$ cat src/rtl/approx_adder_pkg.sv
// approx_adder_pkg
// Shared types and helpers for the pipelined lower-part-OR approximate adder.
//   loa_calc  : approximate sum, exact sum and absolute error for a given
//               number of approximated low bits (operands zero-extended to MAX_W).
//   stats_t   : statistics record (transaction count, violation count, max error).
//   sat_inc   : saturating increment limited to a given counter width.
// Widths are carried at MAX_W / MAX_CNT_W; users slice down to their parameters,
// and synthesis trims the constant-zero upper bits.
package approx_adder_pkg;

    localparam int unsigned MAX_W     = 64;
    localparam int unsigned MAX_CNT_W = 32;

    typedef struct packed {
        logic [MAX_W:0] approx;
        logic [MAX_W:0] exact;
        logic [MAX_W:0] err;
    } loa_res_t;

    typedef struct packed {
        logic [MAX_CNT_W-1:0] txn;
        logic [MAX_CNT_W-1:0] viol;
        logic [MAX_W:0]       max_err;
    } stats_t;

    // Low k bits are OR-ed; the carry into the exact upper part is the AND of
    // the top approximated bit pair, which recovers the most likely lost carry.
    function automatic loa_res_t loa_calc(input logic [MAX_W-1:0] a,
                                          input logic [MAX_W-1:0] b,
                                          input int unsigned      k);
        loa_res_t       r;
        logic [MAX_W:0] one;
        logic [MAX_W:0] low_mask;
        logic [MAX_W:0] low;
        logic [MAX_W:0] high;
        logic [MAX_W-1:0] ab_sh;
        logic           cin;
        one      = {{MAX_W{1'b0}}, 1'b1};
        low_mask = (one << k) - one;
        low      = {1'b0, a | b} & low_mask;
        if (k == 32'd0) begin
            ab_sh = {MAX_W{1'b0}};
            cin   = 1'b0;
        end else begin
            ab_sh = (a & b) >> (k - 32'd1);
            cin   = ab_sh[0];
        end
        high     = ({1'b0, a} >> k) + ({1'b0, b} >> k) + {{MAX_W{1'b0}}, cin};
        r.approx = (high << k) | low;
        r.exact  = {1'b0, a} + {1'b0, b};
        if (r.exact >= r.approx) begin
            r.err = r.exact - r.approx;
        end else begin
            r.err = r.approx - r.exact;
        end
        return r;
    endfunction

    // Increments v by one when inc is set, holding at 2^w - 1.
    function automatic logic [MAX_CNT_W-1:0] sat_inc(input logic [MAX_CNT_W-1:0] v,
                                                     input logic                 inc,
                                                     input int unsigned          w);
        logic [MAX_CNT_W-1:0] limit;
        limit = {MAX_CNT_W{1'b1}} >> (MAX_CNT_W - w);
        if (inc && (v < limit)) begin
            return v + {{(MAX_CNT_W-1){1'b0}}, 1'b1};
        end else begin
            return v;
        end
    endfunction

endpackage

$ cat src/rtl/approx_adder_et_pipe_core.sv
// loa_adder_core
// Combinational lower-part-OR adder with an exact reference path.
// Ports:
//   a, b        : WIDTH-bit operands
//   exact_mode  : 1 selects the exact sum (error is then zero)
//   sum         : WIDTH+1-bit selected sum
//   err         : WIDTH+1-bit |exact - sum|
// WIDTH must be at most MAX_W-1.
module loa_adder_core
    import approx_adder_pkg::*;
#(
    parameter int unsigned WIDTH       = 8,
    parameter int unsigned APPROX_BITS = 2
) (
    input  logic [WIDTH-1:0] a,
    input  logic [WIDTH-1:0] b,
    input  logic             exact_mode,
    output logic [WIDTH:0]   sum,
    output logic [WIDTH:0]   err
);

    loa_res_t res;
    logic     unused_res_hi;

    assign res = loa_calc(MAX_W'(a), MAX_W'(b), APPROX_BITS);

    // Results never exceed WIDTH+1 bits; the upper bits are structurally zero.
    assign unused_res_hi = ^{res.approx[MAX_W:WIDTH+1], res.exact[MAX_W:WIDTH+1],
                             res.err[MAX_W:WIDTH+1]};

    // Select exact or approximate result for this transaction.
    always_comb begin
        sum = res.approx[WIDTH:0];
        err = res.err[WIDTH:0];
        if (exact_mode) begin
            sum = res.exact[WIDTH:0];
            err = {(WIDTH+1){1'b0}};
        end else begin
            sum = res.approx[WIDTH:0];
            err = res.err[WIDTH:0];
        end
    end

endmodule

$ cat src/rtl/approx_adder_et_pipe.sv
// approx_adder_et_pipe
// Two-stage elastic pipeline around loa_adder_core with error-threshold check
// and saturating statistics.
// Ports:
//   clk, rst                 : clock, synchronous active-high reset
//   in_valid/in_ready, a, b, exact_mode : operand input handshake
//   out_valid/out_ready, sum, err, err_flag : result output handshake
//   clear_stats              : synchronous clear of the statistics
//   txn_count, viol_count, max_err : statistics since last clear/reset
module approx_adder_et_pipe
    import approx_adder_pkg::*;
#(
    parameter int unsigned WIDTH       = 8,
    parameter int unsigned APPROX_BITS = 2,
    parameter int unsigned ET          = 1,
    parameter int unsigned CNT_W       = 16
) (
    input  logic             clk,
    input  logic             rst,
    input  logic             in_valid,
    output logic             in_ready,
    input  logic [WIDTH-1:0] a,
    input  logic [WIDTH-1:0] b,
    input  logic             exact_mode,
    output logic             out_valid,
    input  logic             out_ready,
    output logic [WIDTH:0]   sum,
    output logic [WIDTH:0]   err,
    output logic             err_flag,
    input  logic             clear_stats,
    output logic [CNT_W-1:0] txn_count,
    output logic [CNT_W-1:0] viol_count,
    output logic [WIDTH:0]   max_err
);

    localparam logic [WIDTH:0] ET_W = (WIDTH+1)'(ET);

    logic             s1_valid_q, s1_valid_d;
    logic [WIDTH-1:0] s1_a_q, s1_a_d;
    logic [WIDTH-1:0] s1_b_q, s1_b_d;
    logic             s1_mode_q, s1_mode_d;
    logic             s2_valid_q, s2_valid_d;
    logic [WIDTH:0]   s2_sum_q, s2_sum_d;
    logic [WIDTH:0]   s2_err_q, s2_err_d;
    logic             s2_flag_q, s2_flag_d;
    stats_t           stats_q, stats_d;

    logic             s1_load;
    logic             s2_load;
    logic             out_hs;
    logic [WIDTH:0]   core_sum;
    logic [WIDTH:0]   core_err;

    loa_adder_core #(
        .WIDTH       (WIDTH),
        .APPROX_BITS (APPROX_BITS)
    ) u_core (
        .a          (s1_a_q),
        .b          (s1_b_q),
        .exact_mode (s1_mode_q),
        .sum        (core_sum),
        .err        (core_err)
    );

    // in_ready depends on out_ready and stage occupancy only, never on in_valid.
    assign s2_load  = !s2_valid_q || out_ready;
    assign s1_load  = !s1_valid_q || s2_load;
    assign in_ready = s1_load;
    assign out_hs   = s2_valid_q && out_ready;

    // Stage next-state: data registers only capture on a valid transfer.
    always_comb begin
        s1_valid_d = s1_valid_q;
        s1_a_d     = s1_a_q;
        s1_b_d     = s1_b_q;
        s1_mode_d  = s1_mode_q;
        s2_valid_d = s2_valid_q;
        s2_sum_d   = s2_sum_q;
        s2_err_d   = s2_err_q;
        s2_flag_d  = s2_flag_q;
        if (s1_load) begin
            s1_valid_d = in_valid;
            if (in_valid) begin
                s1_a_d    = a;
                s1_b_d    = b;
                s1_mode_d = exact_mode;
            end else begin
                s1_a_d    = s1_a_q;
                s1_b_d    = s1_b_q;
                s1_mode_d = s1_mode_q;
            end
        end else begin
            s1_valid_d = s1_valid_q;
        end
        if (s2_load) begin
            s2_valid_d = s1_valid_q;
            if (s1_valid_q) begin
                s2_sum_d  = core_sum;
                s2_err_d  = core_err;
                s2_flag_d = (core_err > ET_W);
            end else begin
                s2_sum_d  = s2_sum_q;
                s2_err_d  = s2_err_q;
                s2_flag_d = s2_flag_q;
            end
        end else begin
            s2_valid_d = s2_valid_q;
        end
    end

    // Statistics next-state: clear takes priority over a coinciding handshake.
    always_comb begin
        stats_d = stats_q;
        if (clear_stats) begin
            stats_d = '0;
        end else if (out_hs) begin
            stats_d.txn  = sat_inc(stats_q.txn, 1'b1, CNT_W);
            stats_d.viol = sat_inc(stats_q.viol, s2_flag_q, CNT_W);
            if ((MAX_W+1)'(s2_err_q) > stats_q.max_err) begin
                stats_d.max_err = (MAX_W+1)'(s2_err_q);
            end else begin
                stats_d.max_err = stats_q.max_err;
            end
        end else begin
            stats_d = stats_q;
        end
    end

    // State registers with synchronous reset.
    always_ff @(posedge clk) begin
        if (rst) begin
            s1_valid_q <= 1'b0;
            s1_a_q     <= {WIDTH{1'b0}};
            s1_b_q     <= {WIDTH{1'b0}};
            s1_mode_q  <= 1'b0;
            s2_valid_q <= 1'b0;
            s2_sum_q   <= {(WIDTH+1){1'b0}};
            s2_err_q   <= {(WIDTH+1){1'b0}};
            s2_flag_q  <= 1'b0;
            stats_q    <= '0;
        end else begin
            s1_valid_q <= s1_valid_d;
            s1_a_q     <= s1_a_d;
            s1_b_q     <= s1_b_d;
            s1_mode_q  <= s1_mode_d;
            s2_valid_q <= s2_valid_d;
            s2_sum_q   <= s2_sum_d;
            s2_err_q   <= s2_err_d;
            s2_flag_q  <= s2_flag_d;
            stats_q    <= stats_d;
        end
    end

    assign out_valid  = s2_valid_q;
    assign sum        = s2_sum_q;
    assign err        = s2_err_q;
    assign err_flag   = s2_flag_q;
    assign txn_count  = stats_q.txn[CNT_W-1:0];
    assign viol_count = stats_q.viol[CNT_W-1:0];
    assign max_err    = stats_q.max_err[WIDTH:0];

endmodule
$ cat config.mk
export PLATFORM = sky130hd
export DESIGN_NAME = approx_adder_et_pipe
export DESIGN_NICKNAME = d
export VERILOG_FILES = /design/src/rtl/approx_adder_pkg.sv /design/src/rtl/approx_adder_et_pipe_core.sv /design/src/rtl/approx_adder_et_pipe.sv
export SDC_FILE = /design/constraint.sdc
export NUM_CORES = 1
export LEC_CHECK = 0
export BUFFER_PORTS_ARGS = -buffer_cell sky130_fd_sc_hd__clkbuf_2
export CAP_MARGIN = 10
export CORE_UTILIZATION = 40
export CTS_CLUSTER_DIAMETER = 60
export DETAILED_ROUTE_END_ITERATION = 8
export GPL_TIMING_DRIVEN = 0
export PLACE_DENSITY = 0.55
export SYNTH_ARGS = -nofsm -noshare
export SYNTH_HDL_FRONTEND = slang
export SYNTH_SLANG_ARGS = --single-unit
$ cat constraint.sdc
create_clock -name clk -period 4.5 [get_ports clk]
set_input_delay 0.9 -clock clk [delete_from_list [all_inputs] [get_ports clk]]
set_output_delay 0.9 -clock clk [all_outputs]
set_load 0.05 [all_outputs]
==> impl_metrics.ini <==
[status]
status = complete, no violations

[sta]
rsz0062_at_grt = false
tns_ns = 0
hold_viol = 0
worst_pin_slew_ns = 0.874
drv_slew = 0
setup_viol = 0
fin_crit_ns = 4.17
post-route-period-util_pct = 92.6
fmax_ghz = 0.240
fin_worst_skew_ns = 0.00843
max_slew_margin_pct = 41.2
hold_slack_ns = 0.457

[final_layout]
regArea_um2 = 2220
drive_gt1_share_pct = 20.8
n_antenna_cell = 0
fill_cells = 1477
num-nets-final = 912
multiInputGateArea_um2 = 3390
area_delta_synth_final_pct = 16.5
layout_commonest_cell = dfxtp_1
final_cell_mix = dfxtp_1, nand2_1, clkbuf_2

[worst_setup_path]
cp-start-kind = flip-flop
cp-end-kind = flip-flop
worstPathArrival_ns = 4.39
timing.rr.end = err_flag
r2r_slack_ns = 0.33
path_max_fanout = 6
r2r_cells = 16
worstSetupPathType = reg2reg
crit_start = s1_a_q[2]
crit_required_ns = 4.72
r2r-start = s1_a_q[2]

[yosys]
synthFlopType = dfxtp_1
synth_area_leaders = dfxtp_1, ha_1, nand2_1
syn_avg_cell_area_um2 = 8.23
syn_inst = 752
yosys_warnings = 0
synth_top_area_cell = dfxtp_1
yosysSeqAreaShare_pct = 35.9
mappedNetlistArea_um2 = 6190
ys_async_sr_fraction_pct = 0
ys_seq_elements = 111
ys_types = 59
synth-edff-count = 0
synth.top_cell.area_share_pct = 35.9
syn_nets = 817

[pwr]
p_leak_nw = 3.10
ir_drop_uv = 197
p_per_area_nw_per_um2 = 348

[clock_tree]
max-clock-path-buffers = 2
cts_root_buf = clkbuf_16
clkTransAtPathRegs_ns = 0.07
cts_buffers = 9
clkLatencyLatePin_ns = 0.36
cts_sinks = 111
cts_tree = yes
htreeDepth = 3

[routing]
drt-initial-drc-count = 178
vias = 5140
routedWlPerCell_um = 13.2
drt-pass1-iter-count = 4
route.detailed.drc = 0
ant_nets = 0
viasPerCell = 4.94
wl_mm = 13.8

[hold_path]
hp-start = sum[0]
hp-class = reg2reg
worstHoldEndpoint = sum[0]
min_path_cells = 2

[global_routing]
grt_max_degree = 20
grt_remaining_overflow = 0
antenna_found_initial = 0
grt_pass1_vias = 4980
grt_pass1_wl_mm = 23.7
grt_util_all_layers_pct = 18.4

[flow_run]
cap_violations = 0

[place]
hpwl_mm = 10.7
port-buffer-count = 83
gp_congestion = 0.829

[die]
die_area_um2 = 16000
coreArea_um2 = 15100
start_util_pct = 40.9
io_pins = 84
placementRows = 45
die_y_um = 126
die_w_um = 126
synth_stat cells (all sizes together) (7+ instances only):
master and instances:
nand3 14, buf 48, and3 10, and2 36
a21o 9, nand2 100, nor3 18, xor2 14
inv 44, a211oi 8, clkbuf 28, xnor2 20
ha 38, a21oi 63, mux2i 15, dfxtp 111
o21a 7, o21ai 27, or3 14, nor2 53
nor4 7, nand4 8
cell families (layout without fill, tap and decap cells):
| logic type | Yosys count | count (layout) | share of synthesized area (%) |
|---|---|---|---|
| AOI/OAI and AO/OA | 139 | 139 | 14.1 |
| xor gates and xnor gates | 34 | 34 | 5.18 |
| adders and majority gates | 43 | 43 | 9.30 |
| buffers and inverters | 120 | 220 | 10.1 |
| DFF | 111 | 111 | 35.9 |
| muxes | 16 | 16 | 2.61 |
| and+or+nand+nor | 289 | 289 | 22.9 |
registers in the layout (all words and copies together) (netlist names), 8 cells and up:
signal / count
s1_b_q: 8
viol_count: 16
stats_q: 32
max_err: 9
sum: 9
err: 9
txn_count: 16
s1_a_q: 8
layout make-up:
class	instances	area share, %
timing repair buffer	86	6.07
clock inverter	6	1.11
buffer	74	6.25
multi-input combinational	521	47.0
clock buffer	10	3.18
inverter	44	2.29
sequential	111	30.8
tap	188	3.26
through the flow:
step           utilization [%]  std cells  setup WS (ns)  power, mW  area (µm²)
6_report                  47.6       1040          0.331       2.51        7210
5_1_grt                   47.6       1040         0.0530       2.65        7210
3_3_place_gp              45.1       1023          0.128       1.66        6840
2_1_floorplan                -        752          0.576       1.53        6190
3_5_place_dp              45.1       1023         0.0775       1.67        6840
4_1_cts                   47.2       1039         0.0683       2.51        7150
critical path, cell delays in order, from the launching register on:
cell and delay, ns:
dfxtp_1 0.37, ha_1 0.20, inv_1 0.06, fa_1 0.44, and2b_1 0.29, o22ai_2 0.11, xnor2_2 0.26, a31oi_1 0.14
or2_2 0.33, ha_1 0.37, o221a_2 0.23, inv_1 0.08, a31o_2 0.31, a21oi_1 0.17, mux2_2 0.36, a211oi_1 0.18
a311oi_1 0.12
report_power, final:
group / switching, mW / internal, mW / total (mW)
Clock: 0.393 / 0.442 / 0.836
Combinational: 0.387 / 0.256 / 0.642
Sequential: 0.0218 / 1.01 / 1.03
what timing repair did:
action                                  CTS  global route
resized for setup                         0             9
hold buffers                              0             0
buffers inserted                          0             3
endpoints found under the setup margin    0             4
layer usage:
layer,wire length [µm],vias to the layer above,global-route usage [%],part of all wire [%]
met3,504,19,2.53,3.7
li1,-,2687,-,-
met2,6400,100,30.7,46
met4,221,0,8.08,1.6
met1,6640,2334,23.6,48
met5,0,-,0,0
how the worst max path moves through the flow:
stage	end	slack (ns)
CTS	err_flag	0.07
detailed placement	err_flag	0.08
finish	err_flag	0.33
global placement	err_flag	0.13
global route	err_flag	0.05
floorplan	err_flag	0.58
Power figures use the tool's default switching activity.
